[src/rtl/shared_write_arbiter.sv]
// Two-writer round-robin arbiter feeding a small FIFO with a single valid/ready output.
// Also counts the cycles where both writers compete (saturating).
module shared_write_arbiter #(
  parameter int unsigned DATA_WIDTH = 4,
  parameter int unsigned DEPTH      = 4,
  parameter int unsigned CNT_WIDTH  = 8
) (
  input  logic                    clk,
  input  logic                    reset,
  input  logic                    a_valid,
  input  logic [DATA_WIDTH-1:0]   a_data,
  output logic                    a_ready,
  input  logic                    b_valid,
  input  logic [DATA_WIDTH-1:0]   b_data,
  output logic                    b_ready,
  output logic                    out_valid,
  output logic [DATA_WIDTH-1:0]   out_data,
  input  logic                    out_ready,
  output logic [$clog2(DEPTH):0]  count,
  output logic                    last_grant,
  output logic [CNT_WIDTH-1:0]    conflict_cnt
);

  localparam int unsigned PTR_W = $clog2(DEPTH);
  localparam int unsigned CW    = PTR_W + 1;

  typedef enum logic {
    SRC_A = 1'b0,
    SRC_B = 1'b1
  } src_e;

  logic [DATA_WIDTH-1:0] mem_q [DEPTH];

  logic [PTR_W-1:0]     wr_ptr_q, wr_ptr_d;
  logic [PTR_W-1:0]     rd_ptr_q, rd_ptr_d;
  logic [CW-1:0]        count_q, count_d;
  src_e                 last_q, last_d;
  logic [CNT_WIDTH-1:0] conflict_q, conflict_d;

  logic                  full;
  logic                  push_a;
  logic                  push_b;
  logic                  push;
  logic                  pop;
  logic [DATA_WIDTH-1:0] wr_data;

  // Ready depends only on registered state and the valids, never on out_ready.
  always_comb begin
    full    = (count_q == CW'(DEPTH));
    a_ready = !full && (!b_valid || (last_q == SRC_B));
    b_ready = !full && (!a_valid || (last_q == SRC_A));
    push_a  = a_valid && a_ready;
    push_b  = b_valid && b_ready;
    push    = push_a || push_b;
    pop     = (count_q != '0) && out_ready;
    wr_data = push_b ? b_data : a_data;
  end

  always_comb begin
    wr_ptr_d   = wr_ptr_q;
    rd_ptr_d   = rd_ptr_q;
    count_d    = count_q;
    last_d     = last_q;
    conflict_d = conflict_q;

    if (push) begin
      wr_ptr_d = wr_ptr_q + PTR_W'(1);
      last_d   = push_b ? SRC_B : SRC_A;
    end
    if (pop) begin
      rd_ptr_d = rd_ptr_q + PTR_W'(1);
    end
    count_d = count_q + CW'(push) - CW'(pop);

    if (a_valid && b_valid && (conflict_q != '1)) begin
      conflict_d = conflict_q + CNT_WIDTH'(1);
    end
  end

  always_ff @(posedge clk or posedge reset) begin
    if (reset) begin
      wr_ptr_q   <= '0;
      rd_ptr_q   <= '0;
      count_q    <= '0;
      last_q     <= SRC_B;
      conflict_q <= '0;
    end else begin
      wr_ptr_q   <= wr_ptr_d;
      rd_ptr_q   <= rd_ptr_d;
      count_q    <= count_d;
      last_q     <= last_d;
      conflict_q <= conflict_d;
    end
  end

  // Storage is deliberately left out of reset; occupancy alone decides validity.
  always_ff @(posedge clk) begin
    if (push) begin
      mem_q[wr_ptr_q] <= wr_data;
    end
  end

  always_comb begin
    out_valid    = (count_q != '0);
    out_data     = out_valid ? mem_q[rd_ptr_q] : '0;
    count        = count_q;
    last_grant   = last_q;
    conflict_cnt = conflict_q;
  end

endmodule

[config.mk]
export PLATFORM = sky130hd
export DESIGN_NAME = shared_write_arbiter
export DESIGN_NICKNAME = d
export VERILOG_FILES = /design/src/rtl/shared_write_arbiter.sv
export SDC_FILE = /design/constraint.sdc
export NUM_CORES = 1
export LEC_CHECK = 0
export BUFFER_PORTS_ARGS = -buffer_cell sky130_fd_sc_hd__clkbuf_2
export CAP_MARGIN = 10
export CELL_PAD_IN_SITES_DETAIL_PLACEMENT = 0
export CELL_PAD_IN_SITES_GLOBAL_PLACEMENT = 1
export CORE_ASPECT_RATIO = 0.9
export CORE_MARGIN = 2
export CORE_UTILIZATION = 36
export DETAILED_ROUTE_END_ITERATION = 12
export PLACE_DENSITY_LB_ADDON = 0.1
export SKIP_LAST_GASP = 1
export SYNTH_ARGS = -nofsm -noshare
export SYNTH_HDL_FRONTEND = slang
export SYNTH_SLANG_ARGS = --single-unit
[constraint.sdc]
create_clock -name clk -period 2.1 [get_ports clk]
set_input_delay 0.105 -clock clk [delete_from_list [all_inputs] [get_ports clk]]
set_output_delay 0.105 -clock clk [all_outputs]
set_load 0.005 [all_outputs]
; ---- After elaboration in Yosys (flattened, before gate mapping)
; Memories as Yosys holds them, arrays and structs flattened.
; Index checks and enable logic that the tools add are counted.
[totals]
mem_count = 1
ff_bits = 16
word_cells = 33
ramBits = 16
inputBits = 13
romBits = 0
latch_bits = 0
out_inout_bits = 19
[op_classes]
n_eq_ne = 2
order_cmp = 0
n_bitwise = 1
multipliers = 0
mux = 5
n_addsub = 5
n_reduce_logical = 14
shifts = 0
div_mod_pow = 0
[mem_list]
columns = name, depth, word_bits, rd, rd_clocked_by_memory_dff, wr, line
row1 = mem_q, 4, 4, 1, 0, 1, 32  ; logic [DATA_WIDTH-1:0] mem_q [DEPTH];
[op_table]
columns = cell, n
row1 = "8-bit by 1-bit adder with 8-bit output, second input constant", 1
row2 = 4-bit two-way mux, 2
row3 = "8-bit inequality test, second input constant", 1
row4 = 1-bit logical AND, 7
row5 = "2-bit by 1-bit adder with 2-bit output, second input constant", 2
row6 = 3-bit by 1-bit adder with 3-bit output, 1
row7 = "3-bit == test, second input constant", 1
row8 = 1-bit logical NOT, 3
row9 = 1-bit logical OR, 3
row10 = 1-bit two-way mux, 3
row11 = 3-bit nonzero test, 1
row12 = 3-bit by 1-bit subtractor with 3-bit output, 1
row13 = 1-bit inverter, 1

; ---- Longest topological paths before layout
[logic_depth]
depth_word = 7
mapped_depth = 11

; ---- Least setup slack after synthesis
; Ideal clock, no wire load.
[synth_timing]
path_type = register to register
from = register count_q[2], in the netlist count[2]
to = register count_q[2], in the netlist count[2]
slack_ns = -0.176
path_stages_with_launch = 11
n_path_buf = 1
t_required_ns = 1.976
period_less_slack_ns = 2.276
arrival_ns = 2.153
cell_sequence = dfrtp_1 > or3_1 > buf_2 > and2_4 > ha_1 > inv_1 > ha_1 > inv_1 > fa_1 > xnor2_1 > xnor2_1
[synth_via]
elab_cells_between_ends = 11
[synth_rtl]
columns = element, line
row1 = start: declaration, 36  ; logic [CW-1:0] count_q, count_d;
row2 = start signal: assignment, 90  ; count_q <= count_d;
row3 = 3-bit nonzero test, n/a
row4 = via out_valid, 16  ; output logic out_valid,
row5 = 1-bit logical AND, 55  ; pop = (count_q != '0) && out_ready;
row6 = via pop, 44  ; logic pop;
row7 = 3-bit by 1-bit subtractor with 3-bit output, 73  ; count_d = count_q + CW'(push) - CW'(pop);
row8 = via count_d[2], 36
; The timed path passes the listed nets, and every way through them passes these cells.
; A chain may end at the register's enable or synchronous reset.

; ---- Worst setup path in the final report
[layout_timing]
from = register count_q[1], in the netlist count[1]
to = register count_q[2], in the netlist count[2]
[layout_via]
elab_cells_between_ends = 11
[layout_rtl]
columns = element, line
row1 = 3-bit nonzero test, 55
row2 = 1-bit logical AND, 55
row3 = via pop, 44
row4 = 3-bit by 1-bit subtractor with 3-bit output, 73
row5 = via count_d[2], 36
; The timed path passes the listed nets, and every way through them passes these cells.

==> run_summary.xml <==
<?xml version="1.0" encoding="UTF-8"?>
<metrics>
  <group name="run_status">
    <metric name="run_status" unit="">completed</metric>
  </group>
  <group name="setup_path">
    <metric name="cp_peak_stage_delay" unit="ns">0.40</metric>
    <metric name="setup.worst_path.start_class" unit="">register</metric>
    <metric name="critical_path.most_common_cell" unit="">sky130_fd_sc_hd__ha_4</metric>
    <metric name="setup.worst_path.end" unit="">count[2]$_DFF_PP0_</metric>
    <metric name="path_cells" unit="">or3_4, and2_4, ha_4, inv_4, ha_4, inv_2, fa_2, xnor2_2, xnor2_1</metric>
    <metric name="worst_setup_path_end_kind" unit="">register</metric>
    <metric name="worst-endpoint-arrival" unit="ns">2.25</metric>
    <metric name="worst_r2r_startpoint" unit="">count[1]$_DFF_PP0_</metric>
    <metric name="critical_path_required" unit="ns">2.25</metric>
    <metric name="cp_slowest_cell" unit="">sky130_fd_sc_hd__dfrtp_2</metric>
    <metric name="internal_reg_to_reg_setup_slack" unit="ns">0.004</metric>
    <metric name="criticalPathCategory" unit="">reg -&gt; reg</metric>
    <metric name="worst_setup_path_startpoint" unit="">count[1]$_DFF_PP0_</metric>
    <metric name="worst_r2r_path_depth" unit="">9</metric>
    <metric name="critical_path.max_fanout" unit="">2</metric>
    <metric name="timing.rr.end" unit="">count[2]$_DFF_PP0_</metric>
  </group>
  <group name="global_routing">
    <metric name="antenna_violations_before_repair" unit="">0</metric>
    <metric name="grt.overflow.total" unit="">0</metric>
    <metric name="first_global_vias" unit="">1055</metric>
    <metric name="grt_max_degree" unit="">17</metric>
    <metric name="grt_pass1_wl" unit="um">5140</metric>
    <metric name="gr-usage-all-layers" unit="">0.146</metric>
  </group>
  <group name="yosys">
    <metric name="synth-warning-count" unit="">0</metric>
    <metric name="synth_area_per_cell" unit="um^2">13.3</metric>
    <metric name="synth_async_sr_flop_share" unit="">0.500</metric>
    <metric name="post_synthesis_instance_total" unit="">118</metric>
    <metric name="mapped_cell_area" unit="mm^2">0.00157</metric>
    <metric name="ys_dominant_reg_cell" unit="">sky130_fd_sc_hd__edfxtp_1</metric>
    <metric name="synth_sequential_area_ratio" unit="">0.564</metric>
    <metric name="yosysUniqueCellTypes" unit="">36</metric>
    <metric name="yosys.area_share.xor_xnor" unit="">0.0336</metric>
    <metric name="synth.ff_latch_count" unit="">32</metric>
    <metric name="share_of_synthesized_cell_area_in_full_adder_half_adder_and_majority_cells" unit="">0.0687</metric>
    <metric name="area_fraction_in_compound_gates_after_synthesis" unit="">0.0520</metric>
    <metric name="main_combinational_cell_family_by_area_after_synthesis" unit="">simple AND/OR/NAND/NOR gates</metric>
    <metric name="yosys.area_share.simple" unit="">0.131</metric>
    <metric name="synth_mux_area_frac" unit="">0.115</metric>
    <metric name="synth_nets" unit="">139</metric>
    <metric name="synth_edf_count" unit="">16</metric>
  </group>
  <group name="power">
    <metric name="sequentialPowerShare" unit="">0.407</metric>
    <metric name="total_switching_power" unit="mW">1.01</metric>
    <metric name="cell_internal_pwr" unit="mW">1.90</metric>
    <metric name="vdd.ir_drop.worst" unit="mV">0.724</metric>
    <metric name="comb_power_share" unit="">0.439</metric>
    <metric name="p_per_area" unit="mW/mm^2">1470</metric>
    <metric name="p_sw_frac" unit="">0.347</metric>
    <metric name="power.leakage" unit="nW">0.851</metric>
    <metric name="power_frac_clock" unit="">0.154</metric>
  </group>
  <group name="routing">
    <metric name="dr.first_iter.drc_count" unit="">52</metric>
    <metric name="routed-via-count" unit="">1074</metric>
    <metric name="routed_wire_length_per_instance" unit="um">14.8</metric>
    <metric name="route.antenna.remaining_nets" unit="">0</metric>
    <metric name="drt_drc_violations_left" unit="">0</metric>
    <metric name="route.detailed.vias_per_inst" unit="">5.04</metric>
    <metric name="drt_wl_total" unit="um">3160</metric>
    <metric name="drt_pre_antenna_iters" unit="">4</metric>
  </group>
  <group name="timing">
    <metric name="max-slew-margin-rel" unit="">0.563</metric>
    <metric name="layout_min_cycle_time" unit="ns">2.10</metric>
    <metric name="grt_setup_unrepaired" unit="">true</metric>
    <metric name="hold_viol" unit="">0</metric>
    <metric name="maxClockFrequency" unit="GHz">0.477</metric>
    <metric name="post-route-period-util" unit="">0.998</metric>
    <metric name="timing.final.ws_setup" unit="ns">0.00432</metric>
    <metric name="fin_skew" unit="ns">0.0103</metric>
    <metric name="final-max-slew-violation-count" unit="">0</metric>
    <metric name="actual_slew_at_the_worst_max_slew_pin" unit="ns">0.655</metric>
    <metric name="setup_viol" unit="">0</metric>
  </group>
  <group name="cells_and_area">
    <metric name="final_util" unit="">0.480</metric>
    <metric name="fill_cells" unit="">387</metric>
    <metric name="net_count_reported_at_finish" unit="">185</metric>
    <metric name="flow.area_growth_from_synthesis" unit="%">26.6</metric>
    <metric name="share_of_post_route_cells_with_drive_strength_above_1" unit="">0.442</metric>
    <metric name="antenna_cells" unit="">0</metric>
  </group>
  <group name="placed_design">
    <metric name="gpl.final_weighted_congestion" unit="">0.789</metric>
    <metric name="hpwlAfterDp" unit="um">2410</metric>
    <metric name="port_buffers" unit="">31</metric>
    <metric name="placement.setup.worst_slack" unit="ns">-0.0554</metric>
  </group>
  <group name="floorplan">
    <metric name="fp.dieArea" unit="mm^2">0.00489</metric>
    <metric name="io_pins" unit="">32</metric>
    <metric name="floorplan.rows" unit="">22</metric>
    <metric name="die-width" unit="um">73.5</metric>
    <metric name="fp.dieH" unit="um">66.6</metric>
    <metric name="initial_standard_cell_utilization_of_the_core" unit="">0.379</metric>
    <metric name="core_area" unit="mm^2">0.00413</metric>
  </group>
  <group name="cts">
    <metric name="clock-sinks" unit="">32</metric>
    <metric name="htreeDepth" unit="">2</metric>
    <metric name="cts.path.max_buffers" unit="">2</metric>
    <metric name="cts-root-buf" unit="">sky130_fd_sc_hd__clkbuf_8</metric>
    <metric name="cts_tree" unit="">done</metric>
    <metric name="clk_slew_on_worst_s_h_paths" unit="ns">0.06</metric>
    <metric name="num_cts_buffers" unit="">5</metric>
    <metric name="clock_insertion_delay_worst_skew" unit="ns">0.28</metric>
  </group>
  <group name="hold_path">
    <metric name="hold_class" unit="">in -&gt; reg</metric>
  </group>
  <group name="job">
    <metric name="max_cap_viol_count" unit="">0</metric>
  </group>
</metrics>
cells by family after synthesis:
group           count (synthesis)
simple gates                   34
buf+inv                        13
flops                          32
xor+xnor                        6
mux                            12
compound gates                 13
fa+ha+maj                       8
critical path, delay by kind of cell (launching register included):
family                   cells  cell delay, ns
adder cells (fa/ha/maj)      3            0.67
XOR/XNOR                     2            0.26
flip-flops                   1            0.40
AND/OR/NAND/NOR              2            0.56
buffers and inverters        2            0.08
cell usage after synthesis (all sizes together), types with 2 or more instances:
master  count  area, um^2
edfxtp     16         480
dfrtp      15         375
and2       10        65.1
inv         9        33.8
mux2        8        90.1
ha          7        87.6
nand2       5        18.8
xnor2       5        43.8
mux4        4        90.1
nand3       4        20.0
nor2        4        17.5
a21oi       3        15.0
a31oi       3        18.8
o21ai       3        15.0
buf         2        12.5
clkbuf      2        10.0
nand2b      2        12.5
nand4       2        18.8
nor3        2        10.0
layout make-up:
cell class | count | area (um^2) | area share
sequential | 32 | 883 | 0.446
multi-input combinational | 73 | 673 | 0.340
timing repair buffer | 43 | 248 | 0.125
clock buffer | 7 | 76.3 | 0.0385
tap | 48 | 60.1 | 0.0303
inverter | 9 | 36.3 | 0.0183
clock inverter | 1 | 5.00 | 0.00253
worst min-delay path by stage:
stage,endpoint,slack [ns],startpoint,cells past startpoint
floorplan,conflict_cnt[0]$_DFFE_PP0P_,0.02,reset,1
global placement,count[2]$_DFF_PP0_,0.21,reset,2
detailed placement,count[0]$_DFF_PP0_,0.21,reset,2
CTS,rd_ptr_q[1]$_DFFE_PP0P_,0.12,out_ready,3
global route,rd_ptr_q[1]$_DFFE_PP0P_,0.13,out_ready,3
finish,rd_ptr_q[1]$_DFFE_PP0P_,0.12,out_ready,3
metal layers:
layer	up-vias	GRT usage	routed length (um)
met2	39	0.220	1400
met3	5	0.0454	214
met1	520	0.200	1510
li1	510	-	-
met4	0	0.0477	31
met5	-	0	0
repair_timing:
action,in CTS,in global routing
resized for setup,3,1
endpoints found under the hold margin,15,0
hold buffers,1,0
setup endpoints to repair,1,2
pin swaps,6,0
setup buffers,3,0
metrics by stage:
stage | cells | area [um^2] | power [mW] | TNS (ns) | hold slack, ns
6_report | 213 | 1980 | 2.91 | 0 | 0.122
3_3_place_gp | 201 | 1840 | 2.35 | -0.0152 | 0.209
3_5_place_dp | 201 | 1840 | 2.40 | -0.0554 | 0.210
4_1_cts | 213 | 1980 | 2.93 | -0.000837 | 0.120
5_1_grt | 213 | 1980 | 3.16 | -0.0810 | 0.133
2_1_floorplan | 118 | 1600 | 1.91 | -0.167 | 0.0180
power by group through the flow:
stage               Sequential (mW)  Combinational (mW)  Clock, mW
finish                         1.18                1.28      0.446
global route                   1.22                1.44      0.491
CTS                            1.18                1.29      0.461
detailed placement             1.19                1.21          0
global placement               1.18                1.17          0
floorplan                      1.14               0.773          0
layout by cell type (no fill, tap or decap), types with 2 or more instances in the layout:
master	Yosys	layout
sky130_fd_sc_hd__mux4_2	4	4
sky130_fd_sc_hd__buf_4	1	11
sky130_fd_sc_hd__edfxtp_1	16	16
sky130_fd_sc_hd__nand2_1	5	5
sky130_fd_sc_hd__nor2_1	3	3
sky130_fd_sc_hd__ha_1	7	5
sky130_fd_sc_hd__nand2b_1	2	2
sky130_fd_sc_hd__xnor2_1	5	4
sky130_fd_sc_hd__clkbuf_2	2	31
sky130_fd_sc_hd__and2_1	9	9
sky130_fd_sc_hd__nand3_1	4	4
sky130_fd_sc_hd__nor3_1	2	2
sky130_fd_sc_hd__inv_1	9	7
sky130_fd_sc_hd__a21oi_1	3	3
sky130_fd_sc_hd__a31oi_1	3	3
sky130_fd_sc_hd__mux2_1	2	2
sky130_fd_sc_hd__dfrtp_1	15	14
sky130_fd_sc_hd__o21ai_0	3	3
sky130_fd_sc_hd__ha_4	0	2
sky130_fd_sc_hd__clkbuf_1	0	2
sky130_fd_sc_hd__clkbuf_8	0	5
sky130_fd_sc_hd__mux2_2	6	6
registers in the layout, summed over array words and instances (netlist names):
name,flops
mem_q,16
rd_ptr_q,2
count,3
last_grant,1
conflict_cnt,8
wr_ptr_q,2
No activity file was read; power rests on OpenSTA's default activity.
